`config.mk`:
```
export PLATFORM = sky130hd
export DESIGN_NAME = out_port_arb
export DESIGN_NICKNAME = d
export VERILOG_FILES = /design/src/rtl/noc_pkg.sv /design/src/rtl/out_port_arb_rr_arb5.sv /design/src/rtl/out_port_arb.sv
export SDC_FILE = /design/constraint.sdc
export NUM_CORES = 1
export LEC_CHECK = 0
export ABC_AREA = 1
export ABC_CLOCK_PERIOD_IN_PS = 8680
export BUFFER_PORTS_ARGS = -buffer_cell sky130_fd_sc_hd__buf_2
export CAP_MARGIN = 0
export CORE_ASPECT_RATIO = 0.6
export CORE_MARGIN = 2
export CORE_UTILIZATION = 52
export CTS_BUF_LIST = sky130_fd_sc_hd__clkbuf_2
export CTS_CLUSTER_DIAMETER = 100
export CTS_CLUSTER_SIZE = 40
export DETAILED_ROUTE_END_ITERATION = 8
export PLACE_DENSITY_LB_ADDON = 0.2
export SKIP_LAST_GASP = 1
export SLEW_MARGIN = 20
export SYNTH_ARGS = -nofsm -noshare
export SYNTH_HDL_FRONTEND = slang
export SYNTH_SLANG_ARGS = --single-unit
```
`constraint.sdc`:
```
create_clock -name fifo_clk -period 8.68 [get_ports fifo_clk]
set_clock_uncertainty 0.05 [all_clocks]
set_input_delay 1.736 -clock fifo_clk [delete_from_list [all_inputs] [get_ports fifo_clk]]
set_output_delay 1.736 -clock fifo_clk [all_outputs]
set_load 0.005 [all_outputs]
```
`src/rtl/noc_pkg.sv`:
```
// Shared NoC router definitions: flit-type encodings, port indices,
// arbiter state encoding and small index helpers used by the router
// arbitration logic.
package noc_pkg;

  localparam int NPORTS = 5;

  // Flit type lives in the two MSBs of every flit.
  localparam logic [1:0] FT_BODY   = 2'b00;
  localparam logic [1:0] FT_HEAD   = 2'b01;
  localparam logic [1:0] FT_TAIL   = 2'b10;
  localparam logic [1:0] FT_SINGLE = 2'b11;

  // Input port indices; bit order of every 5-bit port vector.
  localparam logic [2:0] P_N = 3'd0;
  localparam logic [2:0] P_E = 3'd1;
  localparam logic [2:0] P_S = 3'd2;
  localparam logic [2:0] P_W = 3'd3;
  localparam logic [2:0] P_L = 3'd4;

  typedef enum logic {
    ST_IDLE   = 1'b0,
    ST_LOCKED = 1'b1
  } arb_state_t;

  // Next round-robin position after idx, wrapping 4 -> 0.
  function automatic logic [2:0] rr_next(input logic [2:0] idx);
    if (idx >= 3'd4) begin
      return 3'd0;
    end else begin
      return idx + 3'd1;
    end
  endfunction

  // One-hot port vector for a port index; out-of-range gives zero.
  function automatic logic [4:0] onehot5(input logic [2:0] idx);
    case (idx)
      3'd0:    return 5'b00001;
      3'd1:    return 5'b00010;
      3'd2:    return 5'b00100;
      3'd3:    return 5'b01000;
      3'd4:    return 5'b10000;
      default: return 5'b00000;
    endcase
  endfunction

endpackage

```
`src/rtl/out_port_arb_rr_arb5.sv`:
```
// rr_arb5: combinational 5-way round-robin pick.
// Ports:
//   req [4:0]  request vector (bit order N,E,S,W,L)
//   ptr [2:0]  highest-priority index; scan goes ptr, ptr+1, ... mod 5
//   gnt [4:0]  one-hot winner, zero when no request
//   idx [2:0]  winner index, 0 when no request
module rr_arb5
  import noc_pkg::*;
(
  input  logic [4:0] req,
  input  logic [2:0] ptr,
  output logic [4:0] gnt,
  output logic [2:0] idx
);

  logic       found_s;
  logic [3:0] sum_s;
  logic [2:0] cand_s;

  // Scan the five positions starting at ptr and take the first requester.
  always_comb begin
    gnt     = 5'b00000;
    idx     = 3'd0;
    found_s = 1'b0;
    sum_s   = 4'd0;
    cand_s  = 3'd0;
    for (int k = 0; k < NPORTS; k++) begin
      sum_s = {1'b0, ptr} + 4'(k);
      if (sum_s >= 4'd5) begin
        cand_s = 3'(sum_s - 4'd5);
      end else begin
        cand_s = sum_s[2:0];
      end
      // Range guard keeps an illegal pointer from selecting a phantom port.
      if (!found_s && (cand_s <= 3'd4) && req[cand_s]) begin
        found_s     = 1'b1;
        gnt[cand_s] = 1'b1;
        idx         = cand_s;
      end else begin
        found_s = found_s;
      end
    end
  end

endmodule

```
`src/rtl/out_port_arb.sv`:
```
// out_port_arb: per-output-port reader of the router input FIFO bank.
// Picks among the N/E/S/W/L FIFO heads routed here, pops the winner and
// registers the flit onto the output link. Wormhole: a HEAD locks the
// output to its input until the TAIL passes.
// Ports:
//   fifo_clk, rst                 clock, synchronous active-high reset
//   X_fifo_data / X_fifo_valid    FWFT head flit and non-empty per input
//   route_hit[4:0]                head of input i targets this output
//   fifo_ready_X                  combinational pop strobe per input
//   out_data / out_valid          registered flit to downstream FIFO
//   out_full_in                   downstream FIFO full
//   out_grant / out_locked        current owner (one-hot) / packet open
//   proto_err                     sticky protocol-error flag
module out_port_arb
  import noc_pkg::*;
#(
  parameter int         DATASIZE = 40,
  parameter logic [2:0] RR_INIT  = 3'd0
) (
  input  logic                fifo_clk,
  input  logic                rst,
  input  logic [DATASIZE-1:0] N_fifo_data,
  input  logic [DATASIZE-1:0] E_fifo_data,
  input  logic [DATASIZE-1:0] S_fifo_data,
  input  logic [DATASIZE-1:0] W_fifo_data,
  input  logic [DATASIZE-1:0] L_fifo_data,
  input  logic                N_fifo_valid,
  input  logic                E_fifo_valid,
  input  logic                S_fifo_valid,
  input  logic                W_fifo_valid,
  input  logic                L_fifo_valid,
  input  logic [4:0]          route_hit,
  output logic                fifo_ready_N,
  output logic                fifo_ready_E,
  output logic                fifo_ready_S,
  output logic                fifo_ready_W,
  output logic                fifo_ready_L,
  output logic [DATASIZE-1:0] out_data,
  output logic                out_valid,
  input  logic                out_full_in,
  output logic [4:0]          out_grant,
  output logic                out_locked,
  output logic                proto_err
);

  arb_state_t          state_r;
  logic [2:0]          owner_r;
  logic [2:0]          rr_ptr_r;
  logic                bad_seen_r;

  logic [DATASIZE-1:0] data_s [NPORTS];
  logic [4:0]          valid_s;
  logic [4:0]          req_s;
  logic [4:0]          eligible_s;
  logic [4:0]          arb_gnt_s;
  logic [2:0]          arb_idx_s;
  logic [4:0]          sel_s;
  logic [4:0]          pop_s;
  logic [2:0]          pop_idx_s;
  logic                pop_any_s;
  logic [DATASIZE-1:0] pop_data_s;
  logic [1:0]          pop_ft_s;
  logic                load_en_s;
  logic                bad_only_s;

  assign data_s[0] = N_fifo_data;
  assign data_s[1] = E_fifo_data;
  assign data_s[2] = S_fifo_data;
  assign data_s[3] = W_fifo_data;
  assign data_s[4] = L_fifo_data;
  assign valid_s   = {L_fifo_valid, W_fifo_valid, S_fifo_valid, E_fifo_valid, N_fifo_valid};

  // Output register may load when empty or when its flit leaves this cycle.
  assign load_en_s = !out_valid || !out_full_in;

  // Requesters and packet-start eligibility per input head.
  always_comb begin
    req_s      = 5'b00000;
    eligible_s = 5'b00000;
    for (int i = 0; i < NPORTS; i++) begin
      req_s[i]      = valid_s[i] && route_hit[i];
      eligible_s[i] = req_s[i] &&
                      ((data_s[i][DATASIZE-1 -: 2] == FT_HEAD) ||
                       (data_s[i][DATASIZE-1 -: 2] == FT_SINGLE));
    end
  end

  rr_arb5 u_rr_arb5 (
    .req (eligible_s),
    .ptr (rr_ptr_r),
    .gnt (arb_gnt_s),
    .idx (arb_idx_s)
  );

  // Select source (arbiter when idle, owner when locked) and form the pop strobes.
  always_comb begin
    sel_s     = 5'b00000;
    pop_idx_s = 3'd0;
    pop_s     = 5'b00000;
    if (state_r == ST_LOCKED) begin
      // Owner only: route_hit is ignored and empty-owner bubbles are not filled.
      sel_s     = onehot5(owner_r);
      pop_idx_s = owner_r;
    end else begin
      sel_s     = arb_gnt_s;
      pop_idx_s = arb_idx_s;
    end
    if (rst) begin
      pop_s = 5'b00000;
    end else begin
      pop_s = sel_s & valid_s & {5{load_en_s}};
    end
  end

  assign pop_any_s = |pop_s;

  // Mux the popped flit.
  always_comb begin
    if (pop_idx_s <= 3'd4) begin
      pop_data_s = data_s[pop_idx_s];
    end else begin
      pop_data_s = {DATASIZE{1'b0}};
    end
  end

  assign pop_ft_s = pop_data_s[DATASIZE-1 -: 2];

  // A lone idle requester that cannot start a packet (BODY/TAIL at its head).
  always_comb begin
    if ((state_r == ST_IDLE) && (req_s != 5'b00000) &&
        ((req_s & (req_s - 5'd1)) == 5'b00000) &&
        ((req_s & eligible_s) == 5'b00000)) begin
      bad_only_s = 1'b1;
    end else begin
      bad_only_s = 1'b0;
    end
  end

  assign fifo_ready_N = pop_s[P_N];
  assign fifo_ready_E = pop_s[P_E];
  assign fifo_ready_S = pop_s[P_S];
  assign fifo_ready_W = pop_s[P_W];
  assign fifo_ready_L = pop_s[P_L];

  // Output stage, wormhole lock FSM, round-robin pointer and error flag.
  always_ff @(posedge fifo_clk) begin
    if (rst) begin
      out_data   <= {DATASIZE{1'b0}};
      out_valid  <= 1'b0;
      state_r    <= ST_IDLE;
      owner_r    <= 3'd0;
      out_grant  <= 5'b00000;
      out_locked <= 1'b0;
      proto_err  <= 1'b0;
      rr_ptr_r   <= RR_INIT;
      bad_seen_r <= 1'b0;
    end else begin
      if (load_en_s) begin
        if (pop_any_s) begin
          out_data  <= pop_data_s;
          out_valid <= 1'b1;
        end else begin
          out_valid <= 1'b0;
        end
      end else begin
        out_valid <= out_valid;
      end

      bad_seen_r <= bad_only_s;
      if (bad_only_s && bad_seen_r) begin
        proto_err <= 1'b1;
      end else begin
        proto_err <= proto_err;
      end

      case (state_r)
        ST_IDLE: begin
          if (pop_any_s) begin
            if (pop_ft_s == FT_HEAD) begin
              state_r    <= ST_LOCKED;
              owner_r    <= pop_idx_s;
              out_grant  <= onehot5(pop_idx_s);
              out_locked <= 1'b1;
            end else begin
              rr_ptr_r <= rr_next(pop_idx_s);
            end
          end else begin
            state_r <= ST_IDLE;
          end
        end
        ST_LOCKED: begin
          if (pop_any_s && (pop_ft_s != FT_BODY)) begin
            // A new HEAD/SINGLE inside a packet is flagged and closes the packet.
            if (pop_ft_s != FT_TAIL) begin
              proto_err <= 1'b1;
            end else begin
              proto_err <= proto_err;
            end
            state_r    <= ST_IDLE;
            out_grant  <= 5'b00000;
            out_locked <= 1'b0;
            rr_ptr_r   <= rr_next(owner_r);
          end else begin
            state_r <= ST_LOCKED;
          end
        end
        default: begin
          state_r    <= ST_IDLE;
          out_grant  <= 5'b00000;
          out_locked <= 1'b0;
        end
      endcase
    end
  end

endmodule
```
-- After elaboration in Yosys (flattened, before gate mapping)
Cells that the tools add are included.
- flip-flop bits (word level): 56
- output and inout bits: 53
- word-level logic and storage cells: 204
- add/subtract/negate cells: 12
- $lt $le $gt $ge: 24
- equality and inequality tests: 25
- multiplexer cells: 72
- bitwise operators: 10
- reductions and logical operators: 52
- operators with widths (kind ; count):
    binary-select mux 40 bit (select 3 bit) ; 1
    two-way mux 40 bit ; 3
    two-way mux 5 bit ; 10
    one-hot mux 5 bit (5 select lines) ; 2
    two-way mux 3 bit ; 16
    logical AND 1 bit ; 29
    two-way mux 1 bit ; 26
    bitwise AND 5 bit ; 4
    less-than comparator 3 x 4 -> 1 bit (second input constant) ; 5
    OR 5 bit ; 4
    less-or-equal comparator 3 bit (second input constant) ; 6
    greater-or-equal comparator 4 x 3 -> 1 bit (second input constant) ; 4
    binary-select mux 1 bit (select 3 bit) ; 5
    demux 1 bit (select 3 bit) ; 5
    greater-or-equal comparator 3 x 1 -> 1 bit (second input constant) ; 5
    subtractor 3 bit (second input constant) ; 5
    equality test 2 x 1 -> 1 bit (second input constant) ; 6
    equality test 3 x 2 -> 1 bit (second input constant) ; 4
    equality test 2 bit (second input constant) ; 5
    logical NOT 5 bit ; 2
    one-hot mux 5 bit (2 select lines) ; 1
    greater-or-equal comparator 3 bit (second input constant) ; 3
    AND reduction 3 bit ; 3
    adder 3 x 2 -> 4 bit (second input constant) ; 2
    21 further kinds ; 39

-- Logic depth before layout (Yosys ltp)
Gate-level depths: netlist (run 1).
- depth after elaboration: 33
- mapped depth: 35
- depth with buffers taken out: 31

-- By module
A second synthesis (run 1) with hierarchy kept.
- cells, all modules: 967
- area, all modules: 5649.2 um^2
- modules (own cells, without submodules) (module ; times used ; cells each ; area an instance (um^2) ; seq. area each (um^2)):
    out_port_arb ; 1 ; 724 ; 4405.5 ; 1121.1
    rr_arb5 ; 1 ; 243 ; 1243.7 ; 0.0

-- Worst setup path after synthesis (run 1)
Ideal clock, no wire load.
- path type: input -> output
- from: input port E_fifo_valid
- to: output port fifo_ready_N
- data arrival time: 3.110 ns
- data required time: 6.894 ns
- setup slack: 3.784 ns
- cell stages on the path: 15
- buffers on the path: 0
- cell sequence: nand2_1 -> inv_1 -> nand2_1 -> nand3_1 -> nand2_1 -> nand2_2 -> nand3_4 -> nand3_4 -> nor2_4 -> inv_2 -> nor2_1 -> nand2_1 -> nand3_1 -> nand4_1 -> inv_1
- longest elaborated chain between the ends: 26
- elaborated cells between the ends (all ways): 42
- classes of those cells: 21 x mux; 6 x bitwise; 15 x reduce/logical
- ends and longest elaborated chain (element ; RTL line ; RTL):
    start: declaration ; out_port_arb.sv:28 ; input logic E_fifo_valid,
    logical AND 1 bit (*) ; out_port_arb.sv:81 ; req_s[i] = valid_s[i] && route_hit[i];
    logical AND 1 bit (*) ; out_port_arb.sv:82 ; eligible_s[i] = req_s[i] &&
    binary-select mux 1 bit (select 3 bit) ; out_port_arb_rr_arb5.sv:35 ; if (!found_s && (cand_s <= 3'd4) && req[cand_s]) begin
    two-way mux 1 bit (implied by the code) ; out_port_arb_rr_arb5.sv:35 ;
    logical AND 1 bit ; out_port_arb_rr_arb5.sv:35 ;
    two-way mux 1 bit ; out_port_arb_rr_arb5.sv:35 ;
    logical NOT 1 bit ; out_port_arb_rr_arb5.sv:35 ;
    logical AND 1 bit (2 in a row) ; out_port_arb_rr_arb5.sv:35 ;
    [... 6 more ...] ; -- ;
    logical AND 1 bit (2 in a row) ; out_port_arb_rr_arb5.sv:35 ;
    two-way mux 1 bit ; out_port_arb_rr_arb5.sv:35 ;
    logical NOT 1 bit ; out_port_arb_rr_arb5.sv:35 ;
    logical AND 1 bit (2 in a row) ; out_port_arb_rr_arb5.sv:35 ;
    two-way mux 5 bit (*) ; out_port_arb_rr_arb5.sv:35 ;
    two-way mux 5 bit (*) ; out_port_arb.sv:100 ; if (state_r == ST_LOCKED) begin
    bitwise AND 5 bit (*) (2 in a row) ; out_port_arb.sv:111 ; pop_s = sel_s & valid_s & {5{load_en_s}};
    two-way mux 5 bit (*) ; out_port_arb.sv:108 ; if (rst) begin
    end: declaration ; out_port_arb.sv:33 ; output logic fifo_ready_N,
Mark *: on every way between the ends. The rest lies on a longest branch, timed or not. The select of a mux whose other input is x is not followed.

-- Worst setup path after layout (run 1)
- from: register rr_ptr_r[0]
- to: register rr_ptr_r[1]
- longest elaborated chain between the ends: 32
- elaborated cells between the ends (all ways): 115
- classes of those cells: 10 x add/sub; 22 x order compare; 4 x eq/ne; 50 x mux; 7 x bitwise; 22 x reduce/logical
- ends and longest elaborated chain (element ; RTL line ; RTL):
    start: declaration ; out_port_arb.sv:48 ; logic [2:0] rr_ptr_r;
    start signal: assignment ; out_port_arb.sv:185 ; rr_ptr_r <= rr_next(pop_idx_s);
    start signal: assignment ; out_port_arb.sv:202 ; rr_ptr_r <= rr_next(owner_r);
    parallel branches: the longest is 32 deep, another holds adder 3 x 1 -> 4 bit ; -- ;
Parallel ways; which one is timed is not known. The select of a mux whose other input is x is not followed.
A chain may end at the register's enable or synchronous reset.

==> qor.csv, run 1 <==
metric;value;unit
chip width;134;um
pin count of the biggest net entering global routing;89;
fill count;967;
vias post-DR;7087;
routed length on met2;8.64;mm
setup TNS after final layout;0;ns
number of buffers inserted to repair setup after CTS;0;
count of cell types in the netlist;40;
actual slew at the worst max-slew pin;0.961;ns
vias in the first global route;5722;
summed instance area of the synthesized netlist;5270;um^2
mean area per synthesized cell;6.05;um^2
number of sinks handled by clock tree synthesis;56;
worst path arrival time;6.64;ns
GP Congestion;1.04;
area used by sequential logic in the layout;1120;um^2
length of the first detailed-routing pass in iterations;6;
Total Die Area;11000;um^2
Antenna Cells;0;
gate count after technology mapping;872;
fraction of the mapped netlist area in simple logic gates;39.5;%
minimum setup slack in the final design;2.39;ns
Synth top area share;21.3;%
multiplexer share of the synthesized area;0;%
core box area;9840;um^2
Final Hold Viols;0;
Max H-tree Level;2;
portion of total power attributed to sequential cells;10.2;%
PortBufs;265;
part of the total power dissipated in combinational logic;86.9;%
global-route congestion overflow total;0;
fraction of power spent switching nets;64.4;%
count of pins on the block boundary;266;
cell internal pwr;1.27;mW
primary flip-flop cell chosen by synthesis mapping;sky130_fd_sc_hd__dfxtp_1;
critical-path maximum fanout;45;
total length of routed met3 wires;2.51;mm
number of antenna violations at the first check in global routing;0;
top post-synthesis cells by area;sky130_fd_sc_hd__dfxtp_1, sky130_fd_sc_hd__nand2_1, sky130_fd_sc_hd__o21ai_0;
type of the worst min-delay path;flop to flop;
top routing layer in use;met4;
RSZ-0062 raised after global routing;no;
max cap viols;0;
nets in the synthesized netlist;1104;
first-pass GRT wire length;30.6;mm
number of vias per cell after detailed routing;5.79;
max-slew violations;0;
post_cts resized;0;
final layout net count;1321;
post-DR wirelength/cell;17.2;um
most used cell, CP;sky130_fd_sc_hd__nand2_1;
initial core utilization;53.6;%
commonest non-fill, non-tap cells in the layout;sky130_fd_sc_hd__buf_2, sky130_fd_sc_hd__nand2_1, sky130_fd_sc_hd__nor2_1;
largest family of logic cells by synthesized area;simple AND/OR/NAND/NOR gates;
number of standard-cell rows in the floorplan;28;
share of the synthesized netlist area taken by xor and xnor gates;0;%
required time of the critical path;9.03;ns
area of the multi-input gates;3630;um^2
Tot GR Track Use;35.6;%
final setup violation count;0;
areal power density over the cells;547;nW/um^2
ratio of final minimum period to clock period;72.5;%
Worst path max stage delay;0.76;ns
register bit count reported by yosys;56;
static leakage;3.38;nW
source-to-sink clock delay at the later pin of the worst-skew pair;0.45;ns
Area growth syn-to-layout;23.9;%
Iteration-0 DRC Markers;787;
TritonCTS clock tree;yes;
Syn. warnings;0;
peak supply drop;0.411;mV
placement-stage worst setup slack;2.54;ns
number of buffers inserted during clock tree synthesis;5;
slowest CP cell;sky130_fd_sc_hd__nor2_4;
Max-slew headroom;35.8;%
startpoint class of the critical path;flop;
number of design rule violations left after detail routing;0;
result of the run;finished, final reports clean;
clock-pin slew on the worst setup and hold paths;0.27;ns
cell type with the highest aggregate area in the netlist;sky130_fd_sc_hd__dfxtp_1;
largest delay contributor family on the critical path;simple AND/OR/NAND/NOR gates;
fmax;0.159;GHz
maximum count of clock buffers along a single path;2;
final WL;21.1;mm
Clock Power Share;2.8;%
Worst setup EP type;flop;
share of post-route cells with drive strength above 1;30.4;%
clock root buffer;sky130_fd_sc_hd__clkbuf_2;
area share of fa/ha/maj cells after synthesis;4.65;%
Post-CTS Hold Fix Bufs;0;
synthesized-area fraction occupied by ao, oa, aoi and oai cells;24.6;%
Synth async-reset ratio;0;%
Worst Path Buf+Inv;6;
commonest non-fill, non-tap cell in the layout;sky130_fd_sc_hd__buf_2;
floorplan die height;82.0;um
Post-Route Hold Slack;0.422;ns
number of synthesized flops with an enable pin;0;
routed metal-1 wirelength;9.80;mm
Switching Power;2.30;mW
half-perimeter wire length of the detailed placement result;16.3;mm
type of the worst setup path;flop to flop;
Final min period;6.29;ns
share of the yosys chip area belonging to registers;21.3;%
DRT antenna net count;0;
Final Core Density;66.4;%
-- power by group through the flow --
stage / clock network (mW) / logic (mW) / registers [mW]
floorplan: 0 / 2.44 / 0.364
global placement: 0 / 3.02 / 0.367
detailed placement: 0 / 3.02 / 0.368
CTS: 0.101 / 3.02 / 0.363
global route: 0.114 / 3.44 / 0.372
finish: 0.101 / 3.11 / 0.366
-- final timing paths --
check	to	slack [ns]	depth (start not counted)	start
worst min register to register	proto_err	0.42	2	bad_seen_r
worst max register to register	rr_ptr_r[1]	2.39	29	rr_ptr_r[0]
worst min-delay path	proto_err	0.42	2	bad_seen_r
worst max-delay path	rr_ptr_r[1]	2.39	29	rr_ptr_r[0]
-- cells in the mapped netlist, types with 7 or more instances --
cell / number
sky130_fd_sc_hd__nand2_2: 12
sky130_fd_sc_hd__o21ai_0: 117
sky130_fd_sc_hd__inv_1: 46
sky130_fd_sc_hd__nand3_2: 7
sky130_fd_sc_hd__nand3_1: 103
sky130_fd_sc_hd__dfxtp_1: 56
sky130_fd_sc_hd__clkbuf_1: 32
sky130_fd_sc_hd__a31oi_1: 39
sky130_fd_sc_hd__inv_2: 13
sky130_fd_sc_hd__nand2_1: 163
sky130_fd_sc_hd__o21ai_1: 8
sky130_fd_sc_hd__o22ai_1: 38
sky130_fd_sc_hd__nor2_1: 125
sky130_fd_sc_hd__buf_6: 7
sky130_fd_sc_hd__nand4_1: 10
sky130_fd_sc_hd__ha_1: 18
sky130_fd_sc_hd__a21oi_1: 19
sky130_fd_sc_hd__buf_2: 14
-- state kept, by name, summed over array words and instances, names as in the netlist --
register	count
out_data	40
out_grant	5
owner_r	3
rr_ptr_r	3
bad_seen_r	1
out_locked	1
out_valid	1
proto_err	1
state_r	1
-- final cells by class --
cell class	count	share of cell area (%)
multi-input cells	698	55.6
repair buffers	267	20.5
flip-flops and latches	56	17.2
inverters	61	3.58
well taps	135	2.58
clock buffers	7	0.536
clock inverters	1	0.0574
-- stage by stage --
step / std cells / power, mW / instance area (um^2)
after global routing: 1225 / 3.93 / 6540
after CTS: 1225 / 3.49 / 6540
after detailed placement: 1217 / 3.38 / 6500
final: 1225 / 3.57 / 6540
after floorplan: 872 / 2.80 / 5270
after global placement: 1217 / 3.39 / 6500
-- cells by family (layout without fill, tap and decap cells) --
family | after synthesis | after routing
AO/OA/AOI/OAI | 232 | 232
adder cells (fa/ha/maj) | 19 | 19
buffers and inverters | 118 | 336
flip-flops | 56 | 56
AND/OR/NAND/NOR | 447 | 447
-- tightest hold or removal path: stages (launching register included) --
cell	delay, ns
sky130_fd_sc_hd__dfxtp_1	0.36
sky130_fd_sc_hd__nand2_1	0.06
sky130_fd_sc_hd__a21oi_1	0.05
-- layer usage --
layer	track usage [%]	vias to the layer above
li1	-	3424
met1	53.4	3206
met2	51.4	433
met3	10.2	24
met4	4.32	0
met5	0	-
Note: power is estimated with default switching activity, not from simulation.
==> run 2, diff against run 1 <==
--- a/config.mk
+++ b/config.mk
@@ -6,12 +6,12 @@
 export NUM_CORES = 1
 export LEC_CHECK = 0
 export ABC_AREA = 1
-export ABC_CLOCK_PERIOD_IN_PS = 8680
+export ABC_CLOCK_PERIOD_IN_PS = 6300
 export BUFFER_PORTS_ARGS = -buffer_cell sky130_fd_sc_hd__buf_2
 export CAP_MARGIN = 0
 export CORE_ASPECT_RATIO = 0.6
 export CORE_MARGIN = 2
-export CORE_UTILIZATION = 52
+export CORE_UTILIZATION = 48
 export CTS_BUF_LIST = sky130_fd_sc_hd__clkbuf_2
 export CTS_CLUSTER_DIAMETER = 100
 export CTS_CLUSTER_SIZE = 40
==> constraint.sdc (replaced) <==
create_clock -name fifo_clk -period 6.3 [get_ports fifo_clk]
set_clock_uncertainty 0.05 [all_clocks]
set_input_delay 1.26 -clock fifo_clk [delete_from_list [all_inputs] [get_ports fifo_clk]]
set_output_delay 1.26 -clock fifo_clk [all_outputs]
set_load 0.005 [all_outputs]
==> qor.csv, run 2 (synthesis results as in run 1) <==
metric;value;unit;change
result of the run;finished, final reports clean;;unchanged
DRT antenna net count;0;;unchanged
clock root buffer;sky130_fd_sc_hd__clkbuf_2;;unchanged
Final Hold Viols;0;;unchanged
final layout net count;1327;;was 1321
Post-CTS Hold Fix Bufs;0;;unchanged
post-DR wirelength/cell;16.9;um;was 17.2 um
number of buffers inserted during clock tree synthesis;5;;unchanged
total length of routed met3 wires;2.29;mm;was 2.51 mm
number of cells on the worst reg-to-reg path;28;;was 29
Worst Path Buf+Inv;7;;was 6
Iteration-0 DRC Markers;549;;was 787
worst path arrival time;3.96;ns;was 6.64 ns
TritonCTS clock tree;yes;;unchanged
type of the worst min-delay path;flop to flop;;unchanged
portion of total power attributed to sequential cells;10.0;%;was 10.2%
Biggest register;out_data;;unchanged
commonest non-fill, non-tap cell in the layout;sky130_fd_sc_hd__buf_2;;unchanged
final WL;20.9;mm;was 21.1 mm
largest registers;out_data: 40 flops, out_grant: 5 flops;;unchanged
floorplan die height;85.2;um;was 82.0 um
vias in the first global route;6138;;was 5722
required time of the critical path;4.99;ns;was 9.03 ns
number of standard-cell rows in the floorplan;29;;was 28
core box area;10600;um^2;was 9840 um^2
startpoint class of the critical path;flop;;unchanged
max-slew violations;0;;unchanged
slowest CP cell;sky130_fd_sc_hd__dfxtp_1;;was sky130_fd_sc_hd__nor2_4
routed length on met2;8.43;mm;was 8.64 mm
actual slew at the worst max-slew pin;0.644;ns;was 0.961 ns
number of buffers inserted to repair setup after CTS;0;;unchanged
fin cells;1235;;was 1225
number of design rule violations left after detail routing;0;;unchanged
number of cells on the worst hold path;2;;unchanged
Max H-tree Level;2;;unchanged
pin count of the biggest net entering global routing;78;;was 89
vias post-DR;7063;;was 7087
count of pins on the block boundary;266;;unchanged
setup TNS after final layout;0;ns;unchanged
flip-flop count of the largest register, all copies and words added;40;;unchanged
commonest non-fill, non-tap cells in the layout;sky130_fd_sc_hd__buf_2, sky130_fd_sc_hd__nand2_1, sky130_fd_sc_hd__nor2_1;;unchanged
number of antenna violations at the first check in global routing;0;;unchanged
PortBufs;265;;unchanged
Worst path max stage delay;0.37;ns;was 0.76 ns
source-to-sink clock delay at the later pin of the worst-skew pair;0.49;ns;was 0.45 ns
cell internal pwr;1.79;mW;was 1.27 mW
max cap viols;0;;unchanged
RSZ-0062 raised after global routing;no;;unchanged
Final min period;5.27;ns;
part of the total power dissipated in combinational logic;87.1;%;was 86.9%
Max-slew headroom;56.7;%;was 35.8%
fraction of power spent switching nets;63.9;%;was 64.4%
half-perimeter wire length of the detailed placement result;16.0;mm;was 16.3 mm
initial core utilization;49.6;%;was 53.6%
Area growth syn-to-layout;24.9;%;was 23.9%
type of the worst setup path;flop to primary output;;was flop to flop
Critical Path, Cell by Cell;buf_4 -> inv_4 -> ha_1 -> inv_1 -> fa_1 -> inv_1 -> nand2_2 -> nand2_1 -> nand2_1 -> nor2_1 -> nand3_1 -> nand3_1 -> nand3_4 -> nor2_4 -> inv_2 -> nor2_1 -> nand2_1 -> nand3_1 -> nand4_1 -> inv_1 -> buf_2;;
GP Congestion;1.03;;was 1.04
DP Cell Count;1227;;was 1217
logic depth of the worst path, buffers included;21;;was 29
Tot GR Track Use;33.8;%;was 35.6%
chip width;139;um;was 134 um
share of post-route cells with drive strength above 1;30.7;%;was 30.4%
Clock Power Share;3.0;%;was 2.8%
largest delay contributor family on the critical path;simple AND/OR/NAND/NOR gates;;unchanged
critical-path maximum fanout;14;;was 45
ratio of final minimum period to clock period;83.7;%;
final setup violation count;0;;unchanged
routed metal-1 wirelength;9.80;mm;about the same
Total Die Area;11900;um^2;was 11000 um^2
fmax;0.190;GHz;
top routing layer in use;met4;;unchanged
static leakage;3.41;nW;was 3.38 nW
number of vias per cell after detailed routing;5.72;;was 5.79
Antenna Cells;0;;unchanged
number of sinks handled by clock tree synthesis;56;;unchanged
Switching Power;3.17;mW;was 2.30 mW
post_cts resized;0;;unchanged
maximum count of clock buffers along a single path;2;;unchanged
Worst setup EP type;primary output;;was flop
peak supply drop;0.745;mV;was 0.411 mV
global-route congestion overflow total;0;;unchanged
clock-pin slew on the worst setup and hold paths;0.29;ns;was 0.27 ns
first-pass GRT wire length;32.4;mm;was 30.6 mm
length of the first detailed-routing pass in iterations;6;;unchanged
areal power density over the cells;754;nW/um^2;was 547 nW/um^2
## run 2: area by class of cell
type                       instances  area (um^2)
clock buffer                       5         25.0
inverter                          61          234
sequential                        56         1120
clock inverter                     3         17.5
fill                            1133         4040
multi-input combinational        698         3630
timing repair buffer             273         1390
tap                              139          174
## run 2: path summary, 6_finish.rpt
kind,startpoint,end,slack [ns]
max,rr_ptr_r[0],fifo_ready_N,1.03
min,bad_seen_r,proto_err,0.43
max reg2reg,rr_ptr_r[0],out_grant[3],1.38
min reg2reg,bad_seen_r,proto_err,0.43
## run 2: stage by stage
stage / util [%] / instance area, um^2 / total power [mW] / hold slack [ns] / setup slack (ns)
detailed placement: 61.6 / 6550 / 4.72 / 0.407 / 1.57
floorplan: - / 5270 / 3.86 / 0.379 / 2.11
finish: 62.0 / 6590 / 4.97 / 0.434 / 1.03
global placement: 61.6 / 6550 / 4.67 / 0.405 / 1.64
CTS: 62.0 / 6590 / 4.88 / 0.436 / 1.11
global route: 62.0 / 6590 / 5.55 / 0.466 / 0.714
## run 2: worst register-to-register path, delay by kind of cell, from the launching register on
| kind | cells | cell delay, ns |
|---|---|---|
| and+or+nand+nor | 19 | 2.69 |
| buffers and inverters | 7 | 1.23 |
| adders and majority gates | 2 | 0.53 |
| DFF | 1 | 0.37 |
## run 2: routing by layer
| layer | track usage, % | vias to the layer above |
|---|---|---|
| met5 | 0 | - |
| met4 | 6.43 | 0 |
| met3 | 8.47 | 29 |
| met2 | 48.3 | 377 |
| met1 | 51.2 | 3205 |
| li1 | - | 3452 |
## run 2: power groups by stage
stage	clock (mW)	combinational (mW)	sequential, mW
finish	0.147	4.33	0.495
CTS	0.150	4.23	0.494
global placement	0	4.17	0.499
detailed placement	0	4.22	0.500
floorplan	0	3.36	0.501
global route	0.165	4.88	0.505
==> run 3, diff against run 2 <==
--- a/config.mk
+++ b/config.mk
@@ -6,12 +6,12 @@
 export NUM_CORES = 1
 export LEC_CHECK = 0
 export ABC_AREA = 1
-export ABC_CLOCK_PERIOD_IN_PS = 6300
+export ABC_CLOCK_PERIOD_IN_PS = 4450
 export BUFFER_PORTS_ARGS = -buffer_cell sky130_fd_sc_hd__buf_2
 export CAP_MARGIN = 0
 export CORE_ASPECT_RATIO = 0.6
 export CORE_MARGIN = 2
-export CORE_UTILIZATION = 48
+export CORE_UTILIZATION = 43
 export CTS_BUF_LIST = sky130_fd_sc_hd__clkbuf_2
 export CTS_CLUSTER_DIAMETER = 100
 export CTS_CLUSTER_SIZE = 40
==> constraint.sdc (replaced) <==
create_clock -name fifo_clk -period 4.45 [get_ports fifo_clk]
set_clock_uncertainty 0.05 [all_clocks]
set_input_delay 0.89 -clock fifo_clk [delete_from_list [all_inputs] [get_ports fifo_clk]]
set_output_delay 0.89 -clock fifo_clk [all_outputs]
set_load 0.005 [all_outputs]
==> qor.csv, run 3 (synthesis results as in run 1) <==
metric;value;unit;change
GP Congestion;1.06;;was 1.03
Post-CTS Hold Fix Bufs;0;;unchanged
actual slew at the worst max-slew pin;0.631;ns;was 0.644 ns
number of buffers inserted during clock tree synthesis;5;;unchanged
startpoint class of the critical path;flop;;unchanged
placement-stage cell area;6700;um^2;was 6550 um^2
peak supply drop;0.811;mV;was 0.745 mV
area of the multi-input gates;3800;um^2;was 3630 um^2
Post-Route Hold Slack;0.428;ns;was 0.434 ns
largest registers;out_data: 40 flops, out_grant: 5 flops;;unchanged
number of sinks handled by clock tree synthesis;56;;unchanged
required time of the critical path;3.51;ns;was 4.99 ns
DRT antenna net count;0;;unchanged
Biggest register;out_data;;unchanged
Max H-tree Level;2;;unchanged
initial core utilization;43.9;%;was 49.6%
Area growth syn-to-layout;33.0;%;was 24.9%
count of pins on the block boundary;266;;unchanged
Tot GR Track Use;30.9;%;was 33.8%
overall power after layout;7.55;mW;was 4.97 mW
Iteration-0 DRC Markers;831;;was 549
DP Cell Count;1267;;was 1227
Antenna Cells;0;;unchanged
number of antenna violations at the first check in global routing;0;;unchanged
share of post-route cells with drive strength above 1;35.1;%;was 30.7%
type of the worst min-delay path;flop to flop;;unchanged
commonest non-fill, non-tap cells in the layout;sky130_fd_sc_hd__buf_2, sky130_fd_sc_hd__nand2_1, sky130_fd_sc_hd__nor2_1;;unchanged
chip width;147;um;was 139 um
type of the worst setup path;flop to primary output;;unchanged
final setup violation count;0;;unchanged
setup TNS after final layout;0;ns;unchanged
half-perimeter wire length of the detailed placement result;16.9;mm;was 16.0 mm
clock root buffer;sky130_fd_sc_hd__clkbuf_2;;unchanged
fill count;1238;;was 1133
number of design rule violations left after detail routing;0;;unchanged
source-to-sink clock delay at the later pin of the worst-skew pair;0.50;ns;was 0.49 ns
fmax;0.233;GHz;
Total Die Area;13200;um^2;was 11900 um^2
areal power density over the cells;1080;nW/um^2;was 754 nW/um^2
TritonCTS clock tree;yes;;unchanged
first-pass GRT wire length;33.0;mm;was 32.4 mm
fin cells;1286;;was 1235
Worst setup EP type;primary output;;unchanged
final WL;21.7;mm;was 20.9 mm
maximum count of clock buffers along a single path;2;;unchanged
number of standard-cell rows in the floorplan;31;;was 29
post-route cell area;7020;um^2;was 6590 um^2
number of vias per cell after detailed routing;5.58;;was 5.72
vias in the first global route;6145;;was 6138
critical-path maximum fanout;7;;was 14
commonest non-fill, non-tap cell in the layout;sky130_fd_sc_hd__buf_2;;unchanged
Final Hold Viols;0;;unchanged
length of the first detailed-routing pass in iterations;5;;was 6
flip-flop count of the largest register, all copies and words added;40;;unchanged
PortBufs;265;;unchanged
Max-slew headroom;57.9;%;was 56.7%
vias post-DR;7170;;was 7063
floorplan die height;89.8;um;was 85.2 um
result of the run;finished, final reports clean;;unchanged
global-route congestion overflow total;0;;unchanged
max cap viols;0;;unchanged
max-slew violations;0;;unchanged
worst path arrival time;3.35;ns;was 3.96 ns
pin count of the biggest net entering global routing;61;;was 78
static leakage;3.60;nW;was 3.41 nW
clock-pin slew on the worst setup and hold paths;0.31;ns;was 0.29 ns
final layout net count;1352;;was 1327
core box area;12000;um^2;was 10600 um^2
area used by sequential logic in the layout;1120;um^2;about the same
Final min period;4.29;ns;
ratio of final minimum period to clock period;96.4;%;
post-DR wirelength/cell;16.9;um;about the same
## run 3: cell types whose count changed in the layout (fill, tap and decap cells not counted), moves of 2 or more
cell / previous run / this run
sky130_fd_sc_hd__inv_2: 13 / 16
sky130_fd_sc_hd__ha_4: 0 / 2
sky130_fd_sc_hd__nand2_2: 12 / 17
sky130_fd_sc_hd__nor2_1: 125 / 120
sky130_fd_sc_hd__dfxtp_2: 0 / 2
sky130_fd_sc_hd__a21oi_4: 0 / 2
sky130_fd_sc_hd__ha_1: 18 / 15
sky130_fd_sc_hd__inv_1: 46 / 42
sky130_fd_sc_hd__nand2_1: 163 / 150
sky130_fd_sc_hd__nor2_4: 4 / 8
sky130_fd_sc_hd__nand2_4: 6 / 14
sky130_fd_sc_hd__buf_4: 8 / 31
sky130_fd_sc_hd__dfxtp_1: 56 / 54
## run 3: report_power, final
group | switching [mW] | internal, mW | leakage [nW] | total (mW)
Sequential | 0.0635 | 0.634 | 0.460 | 0.697
Combinational | 4.42 | 2.20 | 3.10 | 6.62
Clock | 0.191 | 0.0442 | 0.0311 | 0.236
Total | 4.67 | 2.88 | 3.60 | 7.55
## run 3: final cells by class
class | instances | share of cell area [%]
multi-input combinational | 698 | 54.2
clock inverter | 3 | 0.392
timing repair buffer | 298 | 22.7
tap | 165 | 2.94
sequential | 56 | 16.0
inverter | 61 | 3.41
clock buffer | 5 | 0.357
## run 3: worst paths after layout
path / cells after the start / endpoint / start / slack (ns)
max reg2reg: 27 / out_grant[0] / rr_ptr_r[1] / 0.45
min: 2 / proto_err / bad_seen_r / 0.43
min reg2reg: 2 / proto_err / bad_seen_r / 0.43
max: 20 / fifo_ready_N / rr_ptr_r[1] / 0.16
## run 3: worst max-delay path, stage by stage (launching register included)
cell and delay [ns]:
sky130_fd_sc_hd__dfxtp_2 0.40, sky130_fd_sc_hd__buf_4 0.14, sky130_fd_sc_hd__ha_1 0.14, sky130_fd_sc_hd__inv_1 0.05, sky130_fd_sc_hd__fa_1 0.37, sky130_fd_sc_hd__inv_2 0.14, sky130_fd_sc_hd__nand2_4 0.10, sky130_fd_sc_hd__nand2_1 0.11
sky130_fd_sc_hd__nand3_1 0.08, sky130_fd_sc_hd__nand2_1 0.11, sky130_fd_sc_hd__nand2_1 0.10, sky130_fd_sc_hd__nand3_2 0.11, sky130_fd_sc_hd__nand3_4 0.11, sky130_fd_sc_hd__nor2_4 0.19, sky130_fd_sc_hd__inv_2 0.07, sky130_fd_sc_hd__nor2_2 0.10
sky130_fd_sc_hd__nand2_1 0.06, sky130_fd_sc_hd__nand3_1 0.09, sky130_fd_sc_hd__nand4_1 0.17, sky130_fd_sc_hd__inv_1 0.10, sky130_fd_sc_hd__buf_2 0.12
## run 3: repair_timing
action,4_1_cts,5_1_grt
pin swaps,1,12
setup endpoints to repair,3,5
setup buffers,1,10
gates resized for setup,7,43
## run 3: through the flow
stage / utilization, % / worst slack, ns
2_1_floorplan: - / 0.342
4_1_cts: 56.3 / 0.0105
3_5_place_dp: 55.7 / 0.267
5_1_grt: 58.3 / -0.0430
3_3_place_gp: 55.7 / 0.328
6_report: 58.3 / 0.161
## run 3: layer usage
metal  track usage [%]  wire length [um]
met1              47.4              9940
met2              43.2              8990
met3              8.63              2520
met4              4.81               258
met5                 0                 0
